## config.mk

```make
export PLATFORM = sky130hd
export DESIGN_NAME = fir_feeder
export DESIGN_NICKNAME = d
export VERILOG_FILES = /design/src/rtl/fir_feeder_pkg.sv /design/src/rtl/fir_feeder_sync_fifo.sv /design/src/rtl/fir_feeder.sv
export SDC_FILE = /design/constraint.sdc
export NUM_CORES = 1
export LEC_CHECK = 0
export ABC_AREA = 0
export BUFFER_PORTS_ARGS = -buffer_cell sky130_fd_sc_hd__buf_4
export CAP_MARGIN = 20
export CORE_UTILIZATION = 55
export CTS_BUF_LIST = sky130_fd_sc_hd__clkbuf_2
export DETAILED_ROUTE_END_ITERATION = 6
export PLACE_DENSITY = 0.72
export SYNTH_ARGS = -nofsm -noshare
export SYNTH_HDL_FRONTEND = slang
export SYNTH_SLANG_ARGS = --single-unit
```

## constraint.sdc

```tcl
create_clock -name clk2 -period 3.8 [get_ports clk2]
set_input_delay 0.76 -clock clk2 [delete_from_list [all_inputs] [get_ports clk2]]
set_output_delay 0.76 -clock clk2 [all_outputs]
set_load 0.02 [all_outputs]
```

## src/rtl/fir_feeder_pkg.sv

```systemverilog
// fir_feeder shared definitions: default sizes,
// run-state encoding and a counter-width helper.
package fir_feeder_pkg;

   localparam int NTAPS_DEF      = 64;
   localparam int DW_DEF         = 16;
   localparam int AW_DEF         = 14;
   localparam int TICK_DIV_DEF   = 1000;
   localparam int FIFO_DEPTH_DEF = 8;

   typedef enum logic [1:0] {
      IDLE   = 2'd0,
      LOAD   = 2'd1,
      STREAM = 2'd2,
      DONE   = 2'd3
   } state_t;

   // Bits needed to hold values 0..n-1 (at least 1).
   function automatic int ctr_w(input int n);
      return (n > 1) ? $clog2(n) : 1;
   endfunction

endpackage

```

## src/rtl/fir_feeder_sync_fifo.sv

```systemverilog
// Sample buffer for fir_feeder: DEPTH-entry synchronous FIFO.
// Ports: clk, rst_n (async low), push/din, pop/dout (show-ahead),
// full, empty. Push when full and pop when empty are ignored.
module fir_feeder_sync_fifo #(
   parameter int DW         = 16,
   parameter int FIFO_DEPTH = 8
) (
   input  logic          clk,
   input  logic          rst_n,
   input  logic          push,
   input  logic [DW-1:0] din,
   input  logic          pop,
   output logic [DW-1:0] dout,
   output logic          full,
   output logic          empty
);

   localparam int PW = $clog2(FIFO_DEPTH);

   logic [DW-1:0] r_mem [FIFO_DEPTH];
   logic [PW:0]   r_wr;
   logic [PW:0]   r_rd;
   logic          w_do_push;
   logic          w_do_pop;

   // Extra pointer bit tells full from empty when indices match.
   assign empty = (r_wr == r_rd);
   assign full  = (r_wr[PW] != r_rd[PW]) &&
                  (r_wr[PW-1:0] == r_rd[PW-1:0]);

   assign w_do_push = push && !full;
   assign w_do_pop  = pop && !empty;
   assign dout      = r_mem[r_rd[PW-1:0]];

   always_ff @(posedge clk or negedge rst_n) begin
      if (!rst_n) begin
         r_wr <= '0;
         r_rd <= '0;
      end else begin
         if (w_do_push) r_wr <= r_wr + 1'b1;
         if (w_do_pop)  r_rd <= r_rd + 1'b1;
      end
   end

   always_ff @(posedge clk) begin
      if (w_do_push) r_mem[r_wr[PW-1:0]] <= din;
   end

endmodule

```

## src/rtl/fir_feeder.sv

```systemverilog
// fir_feeder: loads NTAPS coefficients into the FIR, then paces
// buffered host samples out at one per TICK_DIV core cycles.
// Ports: clk2/rstn; start, n_samples (run control);
// s_valid/s_data/s_ready (host stream); w_en/addr/data_in/valid_in
// (FIR side); busy, coef_done, underrun, done (status).
module fir_feeder
   import fir_feeder_pkg::*;
#(
   parameter int NTAPS      = NTAPS_DEF,
   parameter int DW         = DW_DEF,
   parameter int AW         = AW_DEF,
   parameter int TICK_DIV   = TICK_DIV_DEF,
   parameter int FIFO_DEPTH = FIFO_DEPTH_DEF
) (
   input  logic          clk2,
   input  logic          rstn,
   input  logic          start,
   input  logic [15:0]   n_samples,
   input  logic          s_valid,
   input  logic [DW-1:0] s_data,
   output logic          s_ready,
   output logic          w_en,
   output logic [AW-1:0] addr,
   output logic [DW-1:0] data_in,
   output logic          valid_in,
   output logic          busy,
   output logic          coef_done,
   output logic          underrun,
   output logic          done
);

   localparam int CW = ctr_w(NTAPS + 1);
   localparam int TW = ctr_w(TICK_DIV);

   localparam logic [CW-1:0] N_COEF    = CW'(NTAPS);
   localparam logic [CW-1:0] LAST_COEF = CW'(NTAPS - 1);
   localparam logic [TW-1:0] TICK_LAST = TW'(TICK_DIV - 1);

   state_t        r_state;
   state_t        w_next;

   logic [CW-1:0] r_ncoef;
   logic [15:0]   r_nsamp;
   logic [15:0]   r_acc;
   logic [15:0]   r_sent;
   logic [TW-1:0] r_tick;

   logic          r_w_en;
   logic          r_valid;
   logic [AW-1:0] r_addr;
   logic [DW-1:0] r_data;
   logic          r_coef_done;
   logic          r_underrun;

   logic          w_ready;
   logic          w_load_hs;
   logic          w_push;
   logic          w_active;
   logic          w_slot;
   logic          w_pop;
   logic          w_full;
   logic          w_empty;
   logic [DW-1:0] w_dout;

   // ---------------- state register ----------------
   always_ff @(posedge clk2 or negedge rstn) begin
      if (!rstn) r_state <= IDLE;
      else       r_state <= w_next;
   end

   // ------------- next state / s_ready -------------
   // LOAD stays one extra cycle with s_ready low once all
   // coefficients are in, so no sample word is taken early.
   always_comb begin
      w_next  = r_state;
      w_ready = 1'b0;
      unique case (r_state)
         IDLE: begin
            if (start) w_next = LOAD;
         end
         LOAD: begin
            w_ready = (r_ncoef != N_COEF);
            if (!w_ready)
               w_next = (r_nsamp == 16'd0) ? DONE : STREAM;
         end
         STREAM: begin
            w_ready = !w_full && (r_acc < r_nsamp);
            if (r_sent == r_nsamp) w_next = DONE;
         end
         DONE: begin
            w_next = IDLE;
         end
         default: begin
            w_next = IDLE;
         end
      endcase
   end

   assign w_load_hs = (r_state == LOAD) && s_valid && w_ready;
   assign w_push    = (r_state == STREAM) && s_valid && w_ready;
   assign w_active  = (r_state == STREAM) && (r_sent != r_nsamp);
   assign w_slot    = w_active && (r_tick == TICK_LAST);
   // empty is registered, so a same-cycle push is not seen here.
   assign w_pop     = w_slot && !w_empty;

   // ---------------- datapath ----------------
   always_ff @(posedge clk2 or negedge rstn) begin
      if (!rstn) begin
         r_ncoef     <= '0;
         r_nsamp     <= '0;
         r_acc       <= '0;
         r_sent      <= '0;
         r_tick      <= '0;
         r_w_en      <= 1'b0;
         r_valid     <= 1'b0;
         r_addr      <= '0;
         r_data      <= '0;
         r_coef_done <= 1'b0;
         r_underrun  <= 1'b0;
      end else begin
         r_w_en  <= 1'b0;
         r_valid <= 1'b0;

         if ((r_state == IDLE) && start) begin
            r_nsamp     <= n_samples;
            r_ncoef     <= '0;
            r_acc       <= '0;
            r_sent      <= '0;
            r_tick      <= '0;
            r_coef_done <= 1'b0;
            r_underrun  <= 1'b0;
         end

         if (w_load_hs) begin
            r_w_en  <= 1'b1;
            r_addr  <= AW'(r_ncoef);
            r_data  <= s_data;
            r_ncoef <= r_ncoef + 1'b1;
            if (r_ncoef == LAST_COEF) r_coef_done <= 1'b1;
         end

         if (w_push) r_acc <= r_acc + 16'd1;

         if (w_active) begin
            if (r_tick == TICK_LAST) r_tick <= '0;
            else                     r_tick <= r_tick + 1'b1;
         end

         if (w_pop) begin
            r_valid <= 1'b1;
            r_data  <= w_dout;
            r_sent  <= r_sent + 16'd1;
         end

         if (w_slot && w_empty) r_underrun <= 1'b1;
      end
   end

   fir_feeder_sync_fifo #(
      .DW         (DW),
      .FIFO_DEPTH (FIFO_DEPTH)
   ) u_fifo (
      .clk   (clk2),
      .rst_n (rstn),
      .push  (w_push),
      .din   (s_data),
      .pop   (w_pop),
      .dout  (w_dout),
      .full  (w_full),
      .empty (w_empty)
   );

   assign s_ready   = w_ready;
   assign w_en      = r_w_en;
   assign addr      = r_addr;
   assign data_in   = r_data;
   assign valid_in  = r_valid;
   assign busy      = (r_state == LOAD) || (r_state == STREAM);
   assign coef_done = r_coef_done;
   assign underrun  = r_underrun;
   assign done      = (r_state == DONE);

endmodule

```

==> impl_metrics.py, run 1 <==
metrics = {
    "synthesis": {
        "synth.avg_cell_area_um2": 13.6,
        "synthArstFlopShare_pct": 44.3,
        "yosys_warnings": 0,
        "synthesis.area_um2": 10700,
        "postSynth.topFlopCell": "edfxtp_1",
        "synth_cell_types": 59,
        "synth.yosys.seq_area_share_pct": 59.8,
        "synth-edff-count": 128,
        "ys_ff_latch": 230,
        "netlist_instances": 788,
    },
    "clocking": {
        "postcts_setup_bufs": 0,
        "clk_latency_ns": 0.90,
        "cts.root.buffer_cell": "clkbuf_2",
        "cts_buffers": 59,
        "ctsHtreeMaxLevel": 2,
        "clock_slew_at_the_register_clock_pins_of_the_worst_setup_and_hold_paths_ns": 0.12,
        "cts_sinks": 230,
        "tritoncts_clock_tree": "yes",
        "buffer_levels_on_the_longest_clock_path": 3,
    },
    "placement": {
        "hpwl_um": 15900,
        "quantity_of_i_o_buffers_inserted_on_ports": 65,
        "gp_congestion": 0.852,
        "area_after_dpl_um2": 11500,
    },
    "layout": {
        "final_cell_area_um2": 12000,
        "register_area_um2": 6400,
        "area_delta_synth_final_pct": 12.6,
        "n_antenna_cell": 0,
        "layout-drive-gt1-share_pct": 28.4,
        "layout.cells.most_common_list": "128 x edfxtp_1, 98 x dfrtp_1, 96 x clkbuf_2",
        "layout.cells.most_common": "edfxtp_1",
        "final_util_pct": 63.7,
        "nets": 954,
        "nFillCells": 1458,
        "multi_input_comb_area_um2": 4000,
    },
    "worst_setup_path": {
        "path_max_fanout": 12,
        "worstPathArrival_ns": 2.86,
        "cp.required_ns": 3.04,
        "crit_start": "r_state[0]",
        "cp-end-kind": "output pin",
        "worst-r2r-cell-count": 9,
        "worstReg2RegEnd": "u_fifo.r_mem[6][1]",
        "timing.setup.critical_path_class": "flip-flop to output pin",
        "reg2reg_setup_slack_ns": 0.80,
        "regToRegStartpoint": "r_state[0]",
        "critPathLaunchType": "flip-flop",
    },
    "global_routing": {
        "grt_antenna_before_repair": 0,
        "wire_length_of_the_first_global_routing_pass_um": 38700,
        "grt_max_degree": 55,
        "grt_overflow": 0,
        "groute.usage.overall_pct": 25.3,
        "vias_in_the_first_global_route": 7338,
    },
    "sta": {
        "setup_viol_count_final": 0,
        "finalMaxSlewViolations": 0,
        "final_min_period_over_clock_period_pct": 95.1,
        "slew_at_the_pin_closest_to_its_max_slew_limit_ns": 0.977,
        "rsz0062_at_grt": "false",
        "finalHoldViolCount": 0,
        "tns_ns": 0,
        "clock_skew_ns": 0.0746,
        "max_slew_margin_pct": 34.9,
        "timing.final.crit_period_ns": 3.62,
        "timing.fmax_mhz": 277,
    },
    "min_path": {
        "timing.hold.worst_endpoint": "u_fifo.r_mem[7][4]",
        "hp-start": "s_data[4]",
        "hold-path-cell-count": 1,
        "min_path_type": "primary input to flip-flop",
    },
    "floorplan": {
        "initial_utilization_pct": 56.6,
        "std_cell_rows": 50,
        "dieWidth_um": 141,
        "top_level_port_count": 73,
        "dieArea_um2": 20000,
        "die_height_um": 141,
        "core_region_area_um2": 18900,
    },
    "power": {
        "total_leakage_power_nw": 4.89,
        "power.ir.vdd_worst_mv": 0.356,
        "power_per_cell_area_nw_per_um2": 598,
    },
    "drt": {
        "wirelength_um": 24200,
        "routed-via-count": 7060,
        "route.detailed.wl_per_inst_um": 20.1,
        "drtIter0Drc": 579,
        "detail-route-antenna-nets": 0,
        "detailedRoute.firstPassIterationCount": 5,
        "drcViolationCount": 0,
        "drt-vias-per-instance": 5.88,
    },
    "run_status": {
        "status": "finished, final reports clean",
    },
    "job": {
        "drv_cap": 0,
    },
}
==> worst max path at each step <==
| stage | endpoint | slack [ns] | depth (start not counted) |
|---|---|---|---|
| global placement | u_fifo.r_mem[6][3] | 0.72 | 9 |
| detailed placement | u_fifo.r_mem[6][0] | 0.58 | 9 |
| CTS | s_ready | 0.01 | 8 |
| floorplan | u_fifo.r_mem[4][0] | 0.30 | 9 |
| finish | s_ready | 0.18 | 8 |
| global route | s_ready | 0.007 | 9 |
==> worst max-delay path, stage by stage (launching register included) <==
cell	delay (ns)
dfrtp_1	0.40
inv_1	0.14
ha_1	0.39
and4b_1	0.24
nand4_1	0.11
o21a_2	0.25
inv_4	0.13
buf_6	0.19
buf_4	0.17
==> routing by layer <==
layer	share of wire, %	global-route usage, %	vias up
li1	-	-	3203
met2	51	42.3	276
met3	6.1	4.99	56
met1	41	32.4	3525
met4	2.6	11.1	0
met5	0	0	-
==> report_power, final <==
| part | internal, W | switching, W |
|---|---|---|
| clock | 0.000675 | 0.00102 |
| sequential | 0.00298 | 0.000389 |
| combinational | 0.000891 | 0.00124 |
==> metrics by stage <==
stage               hold WS (ns)  setup WS, ns  total power (W)  std cells
floorplan                  0.464         0.300          0.00471        794
global placement           0.482         0.724          0.00539       1089
detailed placement         0.498         0.576          0.00550       1089
CTS                       0.0375        0.0115          0.00722       1201
global route              0.0387       0.00695          0.00761       1201
finish                     0.120         0.184          0.00720       1201
==> cells by family (layout without fill, tap and decap cells) <==
| kind of cell | count (synthesis) | in the layout | synth area share (%) |
|---|---|---|---|
| mux | 80 | 80 | 11.6 |
| buf+inv | 77 | 224 | 3.45 |
| other cells | 1 | 7 | 0.0351 |
| simple gates | 193 | 193 | 9.79 |
| flops | 230 | 230 | 59.8 |
| fa+ha+maj | 27 | 27 | 3.16 |
| compound gates | 133 | 133 | 8.28 |
| xor+xnor | 47 | 47 | 3.92 |
==> cell usage after synthesis (16+ instances only) <==
master | number | area [um^2]
mux2_2 | 24 | 270
clkbuf_1 | 20 | 75.1
a211oi_1 | 16 | 120
dfrtp_1 | 102 | 2550
mux4_2 | 32 | 721
xor2_1 | 16 | 140
nand4_1 | 16 | 100
nand3_1 | 24 | 120
o21ai_0 | 42 | 210
nand2_1 | 54 | 203
xnor2_1 | 30 | 263
and3_1 | 16 | 100
a21oi_1 | 23 | 115
inv_1 | 27 | 101
nor2b_1 | 16 | 100
ha_1 | 27 | 338
a41oi_1 | 18 | 158
edfxtp_1 | 128 | 3840
mux2i_1 | 23 | 230
==> registers in the layout, indices dropped and copies added (netlist names) <==
register      cells
addr              7
coef_done         1
data_in          16
r_acc            16
r_ncoef           7
r_nsamp          16
r_sent           16
r_state           2
r_tick           10
u_fifo.r_mem    128
u_fifo.r_rd       4
u_fifo.r_wr       4
underrun          1
valid_in          1
w_en              1
==> cell type report <==
class | count | area share [%]
well taps | 260 | 2.70
repair buffers | 85 | 5.46
multi-input cells | 487 | 33.2
clock inverters | 15 | 0.572
clock buffers | 96 | 3.99
inverters | 28 | 0.894
flip-flops and latches | 230 | 53.2
==> what timing repair did <==
item,4_1_cts,5_1_grt
setup endpoints to repair,1,1
cloned,0,0
gates resized for setup,1,6
hold buffers,1,0
pin swaps,0,1
endpoints found under the hold margin,48,0
Note: power is estimated with default switching activity, not from simulation.
==> inputs of run 2 (changes only) <==
Settings changed: ABC_AREA 0 to 1, PLACE_DENSITY 0.72 to 0.69.
Clock period 3.8 ns to 4.44 ns, I/O delays scaled along.
==> impl_metrics.py, run 2 <==
metrics = {
    "clocking": {
        "cts_repair_resize_count": 0,
        "postcts_setup_bufs": 0,
        "clock_slew_at_the_register_clock_pins_of_the_worst_setup_and_hold_paths_ns": 0.11,
        "ctsHtreeMaxLevel": 2,
        "buffer_levels_on_the_longest_clock_path": 3,
        "cts_buffers": 57,
        "cts_sinks": 230,
        "tritoncts_clock_tree": "yes",
        "post_cts_hold_buffer_count": 0,
        "cts.root.buffer_cell": "clkbuf_2",
        "clk_latency_ns": 0.84,
    },
    "layout": {
        "layout.cells.most_common": "nand2_1",
        "area_delta_synth_final_pct": 10.9,
        "number_of_flip_flops_under_the_largest_register_name": 128,
        "finish.cell_count_without_fillers": 1537,
        "nFillCells": 1705,
        "layout.cells.most_common_list": "316 x nand2_1, 128 x edfxtp_1, 101 x dfrtp_1",
        "nets": 1292,
        "layout-drive-gt1-share_pct": 16.5,
    },
    "global_routing": {
        "groute.usage.overall_pct": 25.1,
        "grt_max_degree": 67,
        "grt_overflow": 0,
        "grt_antenna_before_repair": 1,
        "wire_length_of_the_first_global_routing_pass_um": 39700,
        "vias_in_the_first_global_route": 7780,
    },
    "sta": {
        "final_min_period_over_clock_period_pct": 84.3,
        "timing.final.crit_period_ns": 3.74,
        "tns_ns": 0,
        "timing.fmax_mhz": 267,
        "setup_viol_count_final": 0,
        "finalMaxSlewViolations": 0,
        "rsz0062_at_grt": "false",
        "slew_at_the_pin_closest_to_its_max_slew_limit_ns": 1.06,
        "finalHoldViolCount": 0,
        "clock_skew_ns": 0.0559,
        "max_slew_margin_pct": 29.0,
        "final.setup.worst_slack_ns": 0.698,
    },
    "synthesis": {
        "synthesis.area_um2": 11000,
        "synth-edff-count": 128,
        "synthMuxAreaShare_pct": 0,
        "synth_cell_types": 41,
        "netlist_instances": 1137,
        "synth_compound_gate_area_share_pct": 9.10,
        "synthSimpleGateAreaFrac_pct": 20.4,
        "proportion_of_netlist_area_held_by_the_largest_area_contributor_pct": 34.9,
        "synth.yosys.seq_area_share_pct": 58.0,
        "synth.area.top_cells": "edfxtp_1 35%, dfrtp_1 23%, nand2_1 11%",
        "synth_xor_area_share_pct": 3.33,
        "synth.avg_cell_area_um2": 9.69,
        "combinational_family_with_the_most_area_after_synthesis": "simple AND/OR/NAND/NOR gates",
        "yosys_warnings": 0,
        "cell_accounting_for_the_most_synthesized_area": "edfxtp_1",
        "synth.most_common_cell": "nand2_1",
        "ys_ff_latch": 230,
        "yosys-top-cells-count": "316 x nand2_1, 128 x edfxtp_1, 102 x dfrtp_1, 89 x o21ai_0, 84 x inv_1",
        "synthArstFlopShare_pct": 44.3,
        "synthAdderAreaFrac_pct": 3.06,
        "postSynth.topFlopCell": "edfxtp_1",
    },
    "placement": {
        "hpwl_um": 15500,
        "placedCellCount": 1435,
        "post-place-ws_ns": 1.59,
        "gp_congestion": 0.875,
        "quantity_of_i_o_buffers_inserted_on_ports": 65,
    },
    "floorplan": {
        "die_height_um": 144,
        "core_region_area_um2": 19500,
        "initial_utilization_pct": 56.5,
        "dieArea_um2": 20600,
        "top_level_port_count": 73,
        "dieWidth_um": 144,
        "std_cell_rows": 51,
    },
    "drt": {
        "route.detailed.wl_per_inst_um": 16.0,
        "drtIter0Drc": 607,
        "detail-route-antenna-nets": 0,
        "drcViolationCount": 0,
        "routed-via-count": 8245,
        "wirelength_um": 24500,
        "detailedRoute.firstPassIterationCount": 5,
        "drt-vias-per-instance": 5.36,
    },
    "worst_setup_path": {
        "reg2reg_setup_slack_ns": 1.62,
        "path_max_fanout": 5,
        "worstReg2RegEnd": "u_fifo.r_mem[1][3]",
        "critPathLaunchType": "flip-flop",
        "cp.required_ns": 3.55,
        "worstPathArrival_ns": 2.85,
        "cp-end-kind": "output pin",
        "timing.setup.critical_path_class": "flip-flop to output pin",
        "regToRegStartpoint": "r_nsamp[9]",
        "worst-r2r-cell-count": 13,
    },
    "power": {
        "power_per_cell_area_nw_per_um2": 477,
        "power.ir.vdd_worst_mv": 0.508,
        "total_leakage_power_nw": 5.54,
        "power_w": 0.00583,
    },
    "job": {
        "drv_cap": 0,
    },
    "run_status": {
        "status": "finished, final reports clean",
    },
    "min_path": {
        "min_path_type": "primary input to asynchronous set/reset pin",
    },
}
-- run 2: metal layers --
metal / track usage, % / wire length, um / vias to the layer above
met5: 0 / 0 / -
met4: 7.67 / 440 / 0
met3: 4.57 / 1420 / 33
met2: 39.0 / 11100 / 243
met1: 36.0 / 11500 / 3915
li1: - / - / 4054
-- run 2: report_power, final --
group          internal (W)  switching (W)  leakage (nW)
clock              0.000616       0.000823         0.406
combinational      0.000562       0.000996          2.64
sequential          0.00255       0.000274          2.50
total               0.00373        0.00209          5.54
-- run 2: kinds of logic after synthesis --
| logic type | Yosys count |
|---|---|
| flops | 230 |
| buf+inv | 148 |
| xor+xnor | 41 |
| compound gates | 166 |
| simple gates | 524 |
| other cells | 1 |
| fa+ha+maj | 27 |
-- run 2: worst max-delay path by stage --
| stage | endpoint | slack, ns | start | cells after the start |
|---|---|---|---|---|
| finish | s_ready | 0.70 | r_nsamp[9] | 10 |
| CTS | s_ready | 0.65 | r_nsamp[9] | 10 |
| global placement | s_ready | 1.64 | r_nsamp[9] | 10 |
| detailed placement | s_ready | 1.59 | r_nsamp[9] | 10 |
| global route | s_ready | 0.46 | r_nsamp[9] | 10 |
| floorplan | u_fifo.r_mem[6][0] | 1.69 | r_nsamp[9] | 12 |
-- run 2: worst max-delay path, cell delays in order, from the launching register on --
cell,delay (ns)
dfrtp_1,0.38
inv_1,0.13
ha_1,0.26
nand2_1,0.07
inv_1,0.03
nor2_1,0.09
o21ai_0,0.08
a21oi_1,0.25
nand4_4,0.16
a21oi_1,0.37
buf_4,0.22
-- run 2: area by class of cell --
| cell class | count | area [um^2] | area share, % |
|---|---|---|---|
| Clock inverter | 19 | 133 | 1.08 |
| Multi-Input combinational cell | 765 | 3990 | 32.6 |
| Sequential cell | 230 | 6400 | 52.3 |
| Tap cell | 265 | 332 | 2.71 |
| Timing Repair Buffer | 82 | 616 | 5.04 |
| Clock buffer | 82 | 410 | 3.36 |
| Inverter | 93 | 349 | 2.86 |
| Antenna cell | 1 | 2.50 | 0.0205 |
-- run 2: stage by stage --
stage	area (um^2)	hold WS [ns]	util (%)
after floorplan	11000	0.461	-
after global placement	11700	0.472	59.8
after detailed placement	11700	0.475	59.8
after CTS	12200	0.0853	62.6
after global routing	12200	0.0908	62.6
final	12200	0.123	62.6
